## src/rtl/lsu_mem_port.sv

```systemverilog
// Load/store initiator for one main-memory port: splits unaligned byte/half/word
// requests into one or two word-aligned accesses and assembles extended load data.
module lsu_mem_port #(
  parameter int unsigned ADDR_WIDTH = 14
) (
  input  logic                  clk,
  input  logic                  reset,
  input  logic                  req_valid,
  output logic                  req_ready,
  input  logic                  req_write,
  input  logic [1:0]            req_size,
  input  logic                  req_signed,
  input  logic [ADDR_WIDTH-1:0] req_addr,
  input  logic [31:0]           req_wdata,
  output logic                  resp_valid,
  output logic [31:0]           resp_rdata,
  output logic [ADDR_WIDTH-1:0] mem_addr,
  output logic [31:0]           mem_data_o,
  output logic [3:0]            mem_data_en,
  output logic                  mem_write_en,
  input  logic [31:0]           mem_data_i
);

  typedef enum logic [2:0] {IDLE, ACC0, ACC1, RDWAIT, RESP} state_e;

  state_e                state_q, state_d;
  logic                  write_q, signed_q, split_q;
  logic [1:0]            size_q, off_q;
  logic [3:0]            en1_q;
  logic [31:0]           w0_q;
  logic [ADDR_WIDTH-1:0] mem_addr_q;
  logic [31:0]           mem_wdata_q;
  logic [3:0]            mem_en_q;
  logic                  mem_we_q;
  logic [31:0]           rdata_q;

  logic                  accept;
  logic [3:0]            nmask;
  logic [7:0]            lane_mask;
  logic [5:0]            wsh;
  logic [31:0]           wrot;
  logic [55:0]           both;
  logic [31:0]           aligned;
  logic [31:0]           load_res;

  assign req_ready    = (state_q == IDLE) && !reset;
  assign accept       = req_valid && req_ready;
  assign resp_valid   = (state_q == RESP);
  assign resp_rdata   = rdata_q;
  assign mem_addr     = mem_addr_q;
  assign mem_data_o   = mem_wdata_q;
  assign mem_data_en  = mem_en_q;
  assign mem_write_en = mem_we_q;

  // Request decode: lanes spilling past bit 3 of the 8-lane mask belong to access 1.
  always_comb begin
    unique case (req_size)
      2'b00:   nmask = 4'b0001;
      2'b01:   nmask = 4'b0011;
      default: nmask = 4'b1111;
    endcase
    lane_mask = {4'b0000, nmask} << req_addr[1:0];
    wsh       = {1'b0, req_addr[1:0], 3'b000};
    wrot      = (req_wdata << wsh) | (req_wdata >> (6'd32 - wsh));
  end

  // Load assembly; the top byte of w1 can never be part of a split result.
  always_comb begin
    both = split_q ? {mem_data_i[23:0], w0_q} : {24'h000000, mem_data_i};
    unique case (off_q)
      2'd0:    aligned = both[31:0];
      2'd1:    aligned = both[39:8];
      2'd2:    aligned = both[47:16];
      default: aligned = both[55:24];
    endcase
    unique case (size_q)
      2'b00:   load_res = {{24{signed_q & aligned[7]}}, aligned[7:0]};
      2'b01:   load_res = {{16{signed_q & aligned[15]}}, aligned[15:0]};
      default: load_res = aligned;
    endcase
  end

  always_comb begin
    state_d = state_q;
    unique case (state_q)
      IDLE:    if (accept) state_d = ACC0;
      ACC0:    state_d = split_q ? ACC1 : (write_q ? RESP : RDWAIT);
      ACC1:    state_d = write_q ? RESP : RDWAIT;
      RDWAIT:  state_d = RESP;
      RESP:    state_d = IDLE;
      default: state_d = IDLE;
    endcase
  end

  always_ff @(posedge clk or posedge reset) begin
    if (reset) state_q <= IDLE;
    else       state_q <= state_d;
  end

  always_ff @(posedge clk or posedge reset) begin
    if (reset) begin
      write_q     <= 1'b0;
      signed_q    <= 1'b0;
      split_q     <= 1'b0;
      size_q      <= '0;
      off_q       <= '0;
      en1_q       <= '0;
      w0_q        <= '0;
      mem_addr_q  <= '0;
      mem_wdata_q <= '0;
      mem_en_q    <= '0;
      mem_we_q    <= 1'b0;
      rdata_q     <= '0;
    end else begin
      mem_en_q <= '0;
      mem_we_q <= 1'b0;
      unique case (state_q)
        IDLE: if (accept) begin
          write_q     <= req_write;
          signed_q    <= req_signed;
          size_q      <= req_size;
          off_q       <= req_addr[1:0];
          split_q     <= |lane_mask[7:4];
          en1_q       <= lane_mask[7:4];
          mem_addr_q  <= {req_addr[ADDR_WIDTH-1:2], 2'b00};
          mem_wdata_q <= wrot;
          mem_en_q    <= lane_mask[3:0];
          mem_we_q    <= req_write;
        end
        ACC0: begin
          if (split_q) begin
            mem_addr_q <= mem_addr_q + ADDR_WIDTH'(4);
            mem_en_q   <= en1_q;
            mem_we_q   <= write_q;
          end else if (write_q) begin
            rdata_q <= '0;
          end
        end
        ACC1: begin
          if (write_q) rdata_q <= '0;
          else         w0_q    <= mem_data_i;
        end
        RDWAIT:  rdata_q <= load_res;
        default: ;
      endcase
    end
  end

endmodule

```

## config.mk

```make
export PLATFORM = sky130hd
export DESIGN_NAME = lsu_mem_port
export DESIGN_NICKNAME = d
export VERILOG_FILES = /design/src/rtl/lsu_mem_port.sv
export SDC_FILE = /design/constraint.sdc
export NUM_CORES = 1
export LEC_CHECK = 0
export CORE_UTILIZATION = 50
export CTS_CLUSTER_SIZE = 40
export DETAILED_ROUTE_END_ITERATION = 8
export HOLD_SLACK_MARGIN = 0.12
export PLACE_DENSITY = 0.77
export SKIP_CTS_REPAIR_TIMING = 1
export SYNTH_ARGS = -nofsm -noshare
export SYNTH_HDL_FRONTEND = slang
export SYNTH_SLANG_ARGS = --single-unit
export TNS_END_PERCENT = 5
```

## constraint.sdc

```tcl
create_clock -name clk -period 4.64 [get_ports clk]
set_clock_uncertainty 0.05 [all_clocks]
set_input_delay 0.928 -clock clk [delete_from_list [all_inputs] [get_ports clk]]
set_output_delay 0.928 -clock clk [all_outputs]
set_load 0.05 [all_outputs]
```

==> results.md <==
- Worst-path cell chain: clkdlybuf4s50_1 -> nor4_1 -> clkdlybuf4s50_1
- Root buffer cell: clkbuf_16
- Seq cells post-synth: between 100 and 150
- Req. time, crit path: 3.66 ns
- DR vias: approximately 6,700
- Outcome: finished clean
- Final Hold Slack: 0.429 ns
- Post-synth EDFFs: 0
- Final TNS setup: 0 ns
- Crit. End Element: output port
- Total power: approximately 7.4 mW
- DP HPWL: 14.9 mm
- Top-count cell post-synth: dfrtp_1
- Clock Sinks: 126
- Worst Path Max Fanout: 3
- Largest family of logic cells by synthesized area: compound AO/OA/AOI/OAI gates
- Yosys top cell by area: dfrtp_1
- RSZ-0062 raised after global routing: no
- IO Count: between 150 and 200
- Max incr delay on CP: around 0.86 ns
- Place WS: a little under 0.9 ns
- Global Route Usage Sum: 0.302
- Setup CP Type: input pin to output port
- Initial antenna violation count: 0
- Drt via density: a little over 6
- Synth Flop Type: dfrtp_1
- Die W: 123 um
- HP Class: flip-flop to flip-flop
- Number of port buffers: around 170
- Worst-skew pair later-pin latency: around 0.42 ns
- Startpoint types: input pin
- Largest net degree at the start of global routing: 74
- Arrival time worst endpoint: around 2.5 ns
- Slew Limit Headroom: 0.218
- Xor and xnor area share after synthesis: 0
- Mux contribution to synthesized area: 0.189
- Final setup margin: around 1.2 ns
- Core area: 14,100 um^2
- Die ar.: 15,100 um^2
- Complex-gate fraction of the synthesized area: 0.217
- Post-synthesis average cell area: 9.75 um^2
- IR drop worst, VDD: about 470 uV
- Post-synth top cells: 126 x dfrtp_1, 90 x nand2_1, 75 x a21oi_1
- Drc violations: 0
- Synth Instances: about 750
- 1st-iter DRT viols: approximately 650
- Die height: between 100 and 150 um
- Post-Route WL: 22.0 mm
- # setup viols final: 0
- YS warnings: 0
- CTS tree: done
- Area delta synth->final: 33.4%
- H-tree depth: 4
- 1st-pass router iterations: 5
- Crit-path most repeated cell: clkdlybuf4s50_1
- Synth Area in Simple Gates: 0.117
- Min-delay src: resp_rdata[0]$_DFFE_PP0P_
- Total clock buffers created by CTS: 17
- Crit share post-route: 0.752
- Max Freq: 287 MHz
- Synth unique cells: 57
- Share of post-route cells with drive strength above 1: 0.129
- Routed wire per std cell: 20.3 um
- Cell Area, Synth: 7330 um^2
- Routability Congestion: between 0.9 and 1
- Number of global-route vias before repair: between 6,000 and 7,000
- Overflow after GRT: 0
- First-pass GRT wire length: approximately 35 mm
- Number of max-cap violations: 0
- Lkg Pwr: 4.06 nW
- Crit path launch: reset
- Fin. Hold Viols: 0
- Worst-Margin Slew: ~1.2 ns
- Top cell type's share of synthesized area: 0.430
- Starting Density: 0.520
- ANT nets after route: 0
- Critical path's slowest cell: clkdlybuf4s50_1
- Cell Pwr Density: between 700 and 800 nW/um^2
- Row Count: 43
- Synth async-reset ratio: 1.00
- RR Startpoint: split_q$_DFFE_PP0P_
- Clk pin slew, worst setup/hold paths: around 0.050 ns
- Max clock buf depth: 2
- Synth top area cells: dfrtp_1 43%, mux2_2 7.5%, mux2i_1 6.3%
- Diode count: 0
- Register area share after synthesis: 0.430
- Nets: ~1,000
- Fin. max-slew vios: 0
- Min cycle time layout: roughly 3.5 ns
- Synth Area in Adders: 0.00341
- Layout Utilization: 0.694
layout by cell type, fill, tap and decap left out, types with 5 or more instances in the layout:
| cell type | netlist | routed |
|---|---|---|
| clkdlybuf4s50_1 | 0 | 166 |
| and2_1 | 5 | 5 |
| o22ai_1 | 14 | 14 |
| bufinv_16 | 0 | 7 |
| nand2_1 | 90 | 90 |
| nor3_1 | 6 | 6 |
| nand2b_1 | 9 | 9 |
| nor2_1 | 49 | 49 |
| a221oi_1 | 7 | 7 |
| inv_1 | 9 | 8 |
| o2bb2ai_1 | 8 | 8 |
| mux4_2 | 13 | 13 |
| dfrtp_1 | 126 | 125 |
| mux2_2 | 49 | 49 |
| a221o_1 | 7 | 7 |
| o221ai_1 | 5 | 5 |
| a22oi_1 | 13 | 13 |
| a2bb2oi_1 | 5 | 5 |
| o21ai_0 | 55 | 55 |
| a21o_1 | 10 | 10 |
| a32o_1 | 9 | 9 |
| and3_1 | 5 | 5 |
| a22o_1 | 8 | 8 |
| clkbuf_16 | 0 | 17 |
| o31a_1 | 9 | 9 |
| mux2i_1 | 46 | 46 |
| a21oi_1 | 75 | 75 |
| nand3_1 | 15 | 14 |
| buf_4 | 2 | 12 |
logic make-up after synthesis:
group | after synthesis
mux | 111
compound gates | 243
simple gates | 194
other cells | 1
fa+ha+maj | 2
buf+inv | 75
flops | 126
registers in the layout, summed over array words and instances (netlist names):
name	count
mem_data_o	32
state_q	3
mem_data_en	4
en1_q	3
split_q	1
mem_addr	12
mem_write_en	1
write_q	1
resp_rdata	32
size_q	2
off_q	2
signed_q	1
w0_q	32
stage by stage:
step / std cells / area [um^2]
after global routing: 1080 / 9780
after detailed placement: 1048 / 9060
after floorplan: 753 / 7340
after CTS: 1080 / 9780
final: 1080 / 9780
after global placement: 1048 / 9060
power breakdown:
part	internal, mW	switching [mW]
logic	1.46	2.33
registers	1.57	0.456
clock network	1.09	0.512
final timing paths:
path	slack, ns	cells after the start	end
min in group asynchronous	0.76	2	write_q$_DFFE_PP0P_
max reg2reg	1.83	5	resp_rdata[21]$_DFFE_PP0P_
min reg2reg	0.43	2	resp_rdata[0]$_DFFE_PP0P_
min	0.43	2	resp_rdata[0]$_DFFE_PP0P_
max	1.15	3	req_ready
max in group asynchronous	2.04	4	w0_q[3]$_DFFE_PP0P_
metal layers:
| metal | wire length (um) | vias to the layer above | track usage |
|---|---|---|---|
| met2 | 10000 | 343 | 0.445 |
| met4 | 550 | 0 | 0.115 |
| met5 | 0 | - | 0 |
| met1 | 9580 | 3224 | 0.424 |
| met3 | 1820 | 43 | 0.0821 |
| li1 | - | 3051 | - |
worst max-delay path: cells and delay by family:
kind	cells	cell delay, ns
buf+inv	2	1.35
simple gates	1	0.23
layout make-up:
class,instances,area [um^2]
Fill cell,1076,4320
Multi-Input combinational cell,552,3880
Sequential cell,126,3150
Timing Repair Buffer,179,1760
Clock buffer,19,453
Clock inverter,13,259
Tap cell,180,225
Inverter,11,45.0
(Power assumes the default switching activity.)
